[config.mk]
export PLATFORM = sky130hd
export DESIGN_NAME = cabin_call_pulse_gen_flat
export DESIGN_NICKNAME = d
export VERILOG_FILES = /design/src/rtl/cabin_call_pulse_gen_if.sv /design/src/rtl/cabin_call_pulse_gen.sv /design/src/flat_wrapper.sv
export SDC_FILE = /design/constraint.sdc
export NUM_CORES = 1
export LEC_CHECK = 0
export BUFFER_PORTS_ARGS = -buffer_cell sky130_fd_sc_hd__buf_2
export CORE_ASPECT_RATIO = 2
export CORE_MARGIN = 5
export CORE_UTILIZATION = 36
export CTS_BUF_LIST = sky130_fd_sc_hd__clkbuf_4 sky130_fd_sc_hd__clkbuf_8
export CTS_CLUSTER_DIAMETER = 80
export DETAILED_ROUTE_END_ITERATION = 7
export MAX_ROUTING_LAYER = met4
export SLEW_MARGIN = 0
export SYNTH_ARGS = -nofsm -noshare
export SYNTH_HDL_FRONTEND = slang
export SYNTH_SLANG_ARGS = --single-unit
[constraint.sdc]
create_clock -name clk -period 3.17 [get_ports clk]
set_input_delay 0.1585 -clock clk [delete_from_list [all_inputs] [get_ports clk]]
set_output_delay 0.1585 -clock clk [all_outputs]
set_load 0.1 [all_outputs]
[src/rtl/cabin_call_pulse_gen_if.sv]
// Cabin call button bundle: raw button in, debounced level and event flags out.
interface cabin_call_pulse_gen_if;
   logic btn_raw;
   logic en_pulse;
   logic btn_level;
   logic busy;
   logic drop_pulse;

   // Button source / event consumer side
   modport master (
      output btn_raw,
      input  en_pulse,
      input  btn_level,
      input  busy,
      input  drop_pulse
   );

   // Debouncer side
   modport slave (
      input  btn_raw,
      output en_pulse,
      output btn_level,
      output busy,
      output drop_pulse
   );
endinterface

[src/rtl/cabin_call_pulse_gen.sv]
// Cabin call button debouncer: synchronizes a bouncing button, qualifies
// level changes over DEBOUNCE_CYCLES stable samples, and emits one enable
// pulse per accepted press, suppressing presses inside a holdoff window.
module cabin_call_pulse_gen #(
   parameter int unsigned DEBOUNCE_CYCLES = 4,
   parameter int unsigned HOLDOFF_CYCLES  = 8
) (
   input  logic                  clk,
   input  logic                  reset,
   cabin_call_pulse_gen_if.slave bus
);

   typedef enum logic [1:0] {
      IDLE,
      PRESS_WAIT,
      HELD,
      RELEASE_WAIT
   } state_t;

   localparam logic [7:0] DB_LIM  = 8'(DEBOUNCE_CYCLES);
   localparam logic [7:0] HO_LOAD = 8'(HOLDOFF_CYCLES);

   state_t     state, state_nxt;
   logic       sync_q, s_btn;
   logic [7:0] db_cnt, db_nxt, db_inc;
   logic [7:0] ho_cnt, ho_nxt;
   logic       accept;
   logic       level_q, level_nxt;
   logic       en_q, en_nxt;
   logic       drop_q, drop_nxt;
   logic       busy_q, busy_nxt;

   // Two-flop synchronizer for the asynchronous button input
   always_ff @(posedge clk) begin
      if (reset) begin
         sync_q <= 1'b0;
         s_btn  <= 1'b0;
      end else begin
         sync_q <= bus.btn_raw;
         s_btn  <= sync_q;
      end
   end

   // Next-state, debounce counter, holdoff counter and output flags
   always_comb begin
      state_nxt = state;
      db_nxt    = db_cnt;
      level_nxt = level_q;
      accept    = 1'b0;
      db_inc    = db_cnt + 8'd1;

      case (state)
         IDLE: begin
            db_nxt = '0;
            if (s_btn) begin
               if (DB_LIM == 8'd1) begin
                  state_nxt = HELD;
                  level_nxt = 1'b1;
                  accept    = 1'b1;
               end else begin
                  state_nxt = PRESS_WAIT;
                  db_nxt    = 8'd1;
               end
            end
         end
         PRESS_WAIT: begin
            if (!s_btn) begin
               state_nxt = IDLE;
               db_nxt    = '0;
            end else if (db_inc == DB_LIM) begin
               state_nxt = HELD;
               db_nxt    = '0;
               level_nxt = 1'b1;
               accept    = 1'b1;
            end else begin
               db_nxt = db_inc;
            end
         end
         HELD: begin
            db_nxt = '0;
            if (!s_btn) begin
               if (DB_LIM == 8'd1) begin
                  state_nxt = IDLE;
                  level_nxt = 1'b0;
               end else begin
                  state_nxt = RELEASE_WAIT;
                  db_nxt    = 8'd1;
               end
            end
         end
         RELEASE_WAIT: begin
            if (s_btn) begin
               state_nxt = HELD;
               db_nxt    = '0;
            end else if (db_inc == DB_LIM) begin
               state_nxt = IDLE;
               db_nxt    = '0;
               level_nxt = 1'b0;
            end else begin
               db_nxt = db_inc;
            end
         end
         default: begin
            state_nxt = IDLE;
            db_nxt    = '0;
         end
      endcase

      // An accept only reloads holdoff when the window has fully expired;
      // otherwise the counter keeps draining and the press is flagged dropped.
      en_nxt   = 1'b0;
      drop_nxt = 1'b0;
      ho_nxt   = ho_cnt;
      if (accept && (ho_cnt == '0)) begin
         en_nxt = 1'b1;
         ho_nxt = HO_LOAD;
      end else begin
         if (accept) begin
            drop_nxt = 1'b1;
         end
         if (ho_cnt != '0) begin
            ho_nxt = ho_cnt - 8'd1;
         end
      end
      busy_nxt = (ho_nxt != '0);
   end

   // State and registered outputs; reset overrides every pending event
   always_ff @(posedge clk) begin
      if (reset) begin
         state   <= IDLE;
         db_cnt  <= '0;
         ho_cnt  <= '0;
         level_q <= 1'b0;
         en_q    <= 1'b0;
         drop_q  <= 1'b0;
         busy_q  <= 1'b0;
      end else begin
         state   <= state_nxt;
         db_cnt  <= db_nxt;
         ho_cnt  <= ho_nxt;
         level_q <= level_nxt;
         en_q    <= en_nxt;
         drop_q  <= drop_nxt;
         busy_q  <= busy_nxt;
      end
   end

   assign bus.en_pulse   = en_q;
   assign bus.btn_level  = level_q;
   assign bus.busy       = busy_q;
   assign bus.drop_pulse = drop_q;

endmodule
[src/flat_wrapper.sv]
// flat-port wrapper written by rule: the top's interface ports become plain ports
module cabin_call_pulse_gen_flat 
#(
   parameter int unsigned DEBOUNCE_CYCLES = 4,
   parameter int unsigned HOLDOFF_CYCLES  = 8
)
  (clk, reset, bus_btn_raw, bus_en_pulse, bus_btn_level, bus_busy, bus_drop_pulse);
  cabin_call_pulse_gen_if bus_i ();
  input  logic clk;
  input  logic reset;
  input wire logic [$bits(bus_i.btn_raw)-1:0] bus_btn_raw;
  output wire logic [$bits(bus_i.en_pulse)-1:0] bus_en_pulse;
  output wire logic [$bits(bus_i.btn_level)-1:0] bus_btn_level;
  output wire logic [$bits(bus_i.busy)-1:0] bus_busy;
  output wire logic [$bits(bus_i.drop_pulse)-1:0] bus_drop_pulse;
  assign bus_i.btn_raw = bus_btn_raw;
  assign bus_en_pulse = bus_i.en_pulse;
  assign bus_btn_level = bus_i.btn_level;
  assign bus_busy = bus_i.busy;
  assign bus_drop_pulse = bus_i.drop_pulse;
  cabin_call_pulse_gen #(.DEBOUNCE_CYCLES(DEBOUNCE_CYCLES), .HOLDOFF_CYCLES(HOLDOFF_CYCLES)) u_core (.clk(clk), .reset(reset), .bus(bus_i));
endmodule
==> impl_metrics.toml, run 1 <==
[critical_path]
r2r_cells = 6
worstPathRequired_ns = 3.39
reg2reg_to = "u_core.ho_cnt[3]"
cpPeakStageDelay_ns = 0.62
cp-start-kind = "flip-flop"
endpoint_kind = "flip-flop"
cp_slowest_cell = "nor3b_2"
crit_family = "simple AND/OR/NAND/NOR gates"
reg2reg_from = "u_core.ho_cnt[0]"
critPathKind = "flip-flop to flip-flop"
cp_max_fo = 11
crit_arrival_ns = 2.34
path_buf_inv = 1
path_cells = "inv_1, ha_1, nor2b_1, nor3b_2, and4_1, o21ba_2"
r2r_slack_ns = 1.05

[finish]
utilization = 0.409
n_antenna_cell = 0
area_delta_synth_final_pct = 8.84
layout-drive-gt1-share = 0.123
final_cells = 160
fin_nets = 138
largestRegisters = "u_core.db_cnt (8), u_core.ho_cnt (8)"

[die]
die_area_sq_um = 4430
start_util = 0.376
die_x_um = 49.7
die_height_um = 89.3
io_pins = 7
row_count = 28
core-area_sq_um = 3010

[timing]
max-slew-margin-rel = 0.540
grt_setup_unrepaired = "false"
worstMarginPinSlew_ns = 0.687
hold_ws_ns = 0.113
finalSetupViolations = 0
clock_skew_ns = 0.00512
hold_viol_final = 0
tns_ns = 0
fin_crit_sh = 0.669
layout_min_cycle_time_ns = 2.12
fmax_ghz = 0.472
maxSlewViolCount = 0

[min_path]
min-delay-path-class = "input pin to flip-flop"
hold_depth = 2
hp-start = "bus_btn_raw"
holdPathEnd = "u_core.sync_q"

[flow_run]
max_cap_viol_count = 0

[clock_tree]
numClockSinks = 24
cts_setup_buffers = 0
clk_latency_ns = 0.26
cts_resized = 0
cts_tree = "built"
htree_levels = 1
cts_inserted_buffers = 3
holdBufCountCts = 0
cts_buffer_depth = 2
cts.clk_slew.worst_paths_ns = 0.08
clock-root-buffer = "clkbuf_8"

[synth]
ys_top_cells_by_count = "dfxtp_1 (24), nor2_1 (15), nor3_1 (12)"
netlist_area_sq_um = 1130
ys_ff_latch = 24
synth-edff-count = 0
yosys_warnings = 0
synth_ff_type = "dfxtp_1"
post-synth-top-count-cell = "dfxtp_1"
synth_top_area_frac = 0.424
ys_types = 36
syn-instance-count = 123
synthArstFlopShare = 0
synthTopCellsByArea = "dfxtp_1 (42%), xor2_1 (5.4%), nor3_1 (5.3%), nor2_1 (5.0%), xnor2_1 (4.6%)"
synth_seq_area_share = 0.424
syn_area_per_cell_sq_um = 9.21
yosysTopAreaCell = "dfxtp_1"
synthesis.nets = 130

[routing]
drt_iter0_markers = 14
avgViaCountPerCell = 5.48
dr.pass1.iters = 4
num_vias = 877
drc = 0
ant_nets = 0
drt-total-wl_um = 2180
wl_per_cell_um = 13.6

[status]
status = "completed"

[place]
port_buffers = 6
place_congestion = 0.818
dp.cells = 156
post-dp-hpwl_um = 1700

[power]
finalPower_w = 0.00110
power.leakage_nw = 0.467
ir_worst_vdd_v = 0.000425
cellPowerDensity_nw_per_um2 = 894

[global_route]
grt_max_degree = 18
grt_pass1_vias = 941
antenna_found_initial = 0
grt_pass1_wl_um = 4080
grt.overflow.total = 0
grt_usage = 0.122
## where the power goes
group	leakage, nW	internal [W]	switching (W)
registers	0.196	0.000358	0.0000637
clock network	0.0288	0.000111	0.0000937
logic	0.242	0.000198	0.000278
total	0.467	0.000667	0.000436
## final cells by class
type	count	area [sq um]
multi-input combinational	92	614
inverter	4	15.0
clock buffer	4	55.1
tap	30	37.5
timing repair buffer	6	30.0
fill	308	1780
sequential	24	480
## how the worst max path moves through the flow
stage | slack, ns | cells past startpoint | to | from
5_1_grt | 0.82 | 6 | u_core.bus.en_pulse | u_core.ho_cnt[0]
3_3_place_gp | 1.07 | 4 | u_core.ho_cnt[3] | u_core.ho_cnt[3]
3_5_place_dp | 1.05 | 4 | u_core.ho_cnt[3] | u_core.ho_cnt[3]
6_report | 1.05 | 6 | u_core.ho_cnt[3] | u_core.ho_cnt[0]
4_1_cts | 1.05 | 6 | u_core.ho_cnt[3] | u_core.ho_cnt[0]
2_1_floorplan | 1.44 | 6 | u_core.ho_cnt[3] | u_core.db_cnt[0]
## layer usage
layer | wire (um) | track usage | vias up
met5 | 0 | - | -
met4 | 84 | 0.0692 | 0
met3 | 37 | 0.0250 | 8
met2 | 1220 | 0.219 | 11
met1 | 841 | 0.117 | 414
li1 | - | - | 444
## kinds of logic (layout without fill, tap and decap cells)
group | Yosys count | after routing | share of synthesized area
DFF | 24 | 24 | 0.424
AOI/OAI and AO/OA | 14 | 14 | 0.0884
muxes | 2 | 2 | 0.0177
adders and majority gates | 4 | 4 | 0.0442
buffers and inverters | 7 | 14 | 0.0331
and+or+nand+nor | 59 | 59 | 0.292
xor gates and xnor gates | 13 | 13 | 0.101
## layout by cell type, fill, tap and decap left out, types with 2 or more instances in the layout
cell type,instances
buf_2,6
and2_1,2
nand2_1,5
nor2_1,15
nor2b_1,6
xor2_1,7
inv_1,4
o21ai_0,2
ha_1,4
mux2i_1,2
or4_4,2
clkbuf_8,4
nand3_1,3
a21oi_1,4
nor3_1,12
xnor2_1,6
dfxtp_1,24
nand4_1,2
and3_1,4
## stage by stage
| stage | area (sq um) | setup slack [ns] |
|---|---|---|
| floorplan | 1130 | 1.44 |
| global placement | 1180 | 1.07 |
| detailed placement | 1180 | 1.05 |
| CTS | 1230 | 1.05 |
| global route | 1230 | 0.823 |
| finish | 1230 | 1.05 |
Power figures use the tool's default switching activity.
==> run 2, diff against run 1 <==
ABC_AREA = 1   (was default)
clock period = 1.7 ns   (was 3.17 ns; I/O delays follow)
==> impl_metrics.toml, run 2 <==
[status]
status = "completed"

[critical_path]
critPathKind = "flip-flop to flip-flop"
startpoint = "u_core.ho_cnt[1]"
worstPathRequired_ns = 1.86
cp_max_fo = 4
cp-start-kind = "flip-flop"
r2r_slack_ns = 0.17
endpoint_kind = "flip-flop"
reg2reg_to = "u_core.bus.busy"
crit_arrival_ns = 1.68
r2r_cells = 8
reg2reg_from = "u_core.ho_cnt[1]"
worst_setup_path_endpoint = "u_core.bus.busy"

[synth]
post-synth-top-count-cell = "nand2_1"
yosys_warnings = 0
synth_seq_area_share = 0.397
ys_top_cells_by_count = "nand2_1 (33), inv_1 (26), dfxtp_1 (24)"
syn-instance-count = 165
synth-edff-count = 0
synthTopCellsByArea = "dfxtp_1 (40%), nand2_1 (10%), inv_1 (8.1%), nor2_1 (6.2%), ha_1 (4.1%)"
synth_ff_type = "dfxtp_1"
netlist_area_sq_um = 1210
ys_ff_latch = 24
syn_area_per_cell_sq_um = 7.34
ys_types = 25
synth_top_area_frac = 0.397
synthArstFlopShare = 0
synthesis.nets = 172
yosysTopAreaCell = "dfxtp_1"

[global_route]
antenna_found_initial = 0
grt_pass1_wl_um = 4250
grt.overflow.total = 0
grt_usage = 0.119
grt_max_degree = 14
grt_pass1_vias = 1049

[timing]
max-slew-margin-rel = 0.675
fin_crit_sh = 0.900
layout_min_cycle_time_ns = 1.53
tns_ns = 0
clock_skew_ns = 0.00195
finalSetupViolations = 0
grt_setup_unrepaired = "true"
maxSlewViolCount = 0
hold_viol_final = 0
fmax_ghz = 0.654
setup_ws_ns = 0.170
worstMarginPinSlew_ns = 0.491

[place]
place_congestion = 0.845
port_buffers = 6
post-dp-hpwl_um = 1970
placed_area_sq_um = 1280
post-place-ws_ns = 0.0898

[finish]
utilization = 0.428
final_common_cell = "nand2_1"
area_delta_synth_final_pct = 14.0
most-common-layout-cells = "nand2_1 (33), inv_1 (26), dfxtp_1 (22)"
n_antenna_cell = 0
final_area_sq_um = 1380
largestRegisters = "u_core.db_cnt (8), u_core.ho_cnt (8)"
layout-drive-gt1-share = 0.240
fin_nets = 187

[min_path]
hp-start = "bus_btn_raw"
min-delay-path-class = "input pin to flip-flop"

[die]
start_util = 0.375
die_height_um = 92.0
core-area_sq_um = 3230
row_count = 29
die_x_um = 51.0
io_pins = 7
die_area_sq_um = 4690

[routing]
drt-total-wl_um = 2370
wl_per_cell_um = 11.3
dr.pass1.iters = 4
drc = 0
drt_iter0_markers = 9
num_vias = 1031
ant_nets = 0
avgViaCountPerCell = 4.91

[power]
pwr-share-clk = 0.193
switchingPower_w = 0.000763
p_int_w = 0.00117
p_comb_frac = 0.443
ir_worst_vdd_v = 0.000848
switching_share = 0.394
cellPowerDensity_nw_per_um2 = 1400
power_frac_seq = 0.363
power.leakage_nw = 0.642

[clock_tree]
clk_latency_ns = 0.26
cts_buffer_depth = 2
cts_inserted_buffers = 3
clock-root-buffer = "clkbuf_8"
cts_tree = "built"
htree_levels = 1
cts.clk_slew.worst_paths_ns = 0.08
holdBufCountCts = 0
numClockSinks = 24

[flow_run]
max_cap_viol_count = 0
run 2: how the worst min path moves through the flow:
stage                    end  slack [ns]  cells after the start
5_1_grt        u_core.sync_q        0.01                      3
6_report       u_core.sync_q        0.02                      3
3_5_place_dp   u_core.sync_q        0.29                      3
4_1_cts        u_core.sync_q        0.01                      3
3_3_place_gp   u_core.sync_q        0.28                      3
2_1_floorplan  u_core.sync_q        0.19                      2
run 2: final cells by class:
type	count	area (sq um)
fill	345	1850
multi-input combinational	112	629
sequential	24	485
inverter	28	105
timing repair buffer	11	67.6
clock buffer	4	55.1
tap	31	38.8
run 2: power by group through the flow:
stage               combinational [W]  sequential, W  clock, W
finish                       0.000858       0.000703  0.000374
CTS                          0.000776       0.000705  0.000391
detailed placement           0.000773       0.000718         0
global placement             0.000759       0.000717         0
global route                 0.000974       0.000712  0.000414
floorplan                    0.000537       0.000780         0
run 2: worst max-delay path, cell delays in order, from the launching register on:
cell     delay (ns)
dfxtp_1        0.37
inv_1          0.09
ha_1           0.23
xnor2_1        0.26
nand2_1        0.07
o21ai_0        0.18
nand3_1        0.09
nand2_1        0.07
nand3_1        0.07
run 2: stage by stage:
step,cells,power [W],hold slack [ns]
final,210,0.00194,0.0201
after global routing,210,0.00210,0.0124
after CTS,206,0.00187,0.0104
after detailed placement,202,0.00149,0.291
after global placement,202,0.00148,0.284
after floorplan,165,0.00132,0.192
run 2: per-layer routing:
metal	GRT usage	wire [um]	vias to the layer above
li1	-	-	537
met1	0.113	900	474
met2	0.221	1350	12
met3	0.0146	40	8
met4	0.0652	76	0
met5	-	0	-
run 2: logic make-up (layout without fill, tap and decap cells):
| group | count (synthesis) | after routing | synth area share |
|---|---|---|---|
| AOI/OAI and AO/OA | 11 | 11 | 0.0568 |
| xor gates and xnor gates | 5 | 5 | 0.0362 |
| adders and majority gates | 4 | 4 | 0.0413 |
| buffers and inverters | 29 | 43 | 0.0899 |
| DFF | 24 | 24 | 0.397 |
| and+or+nand+nor | 92 | 92 | 0.379 |
run 2: what timing repair did:
| action | CTS | global route |
|---|---|---|
| setup endpoints to repair | 0 | 10 |
| resized for setup | 0 | 5 |
| buffers inserted | 0 | 4 |
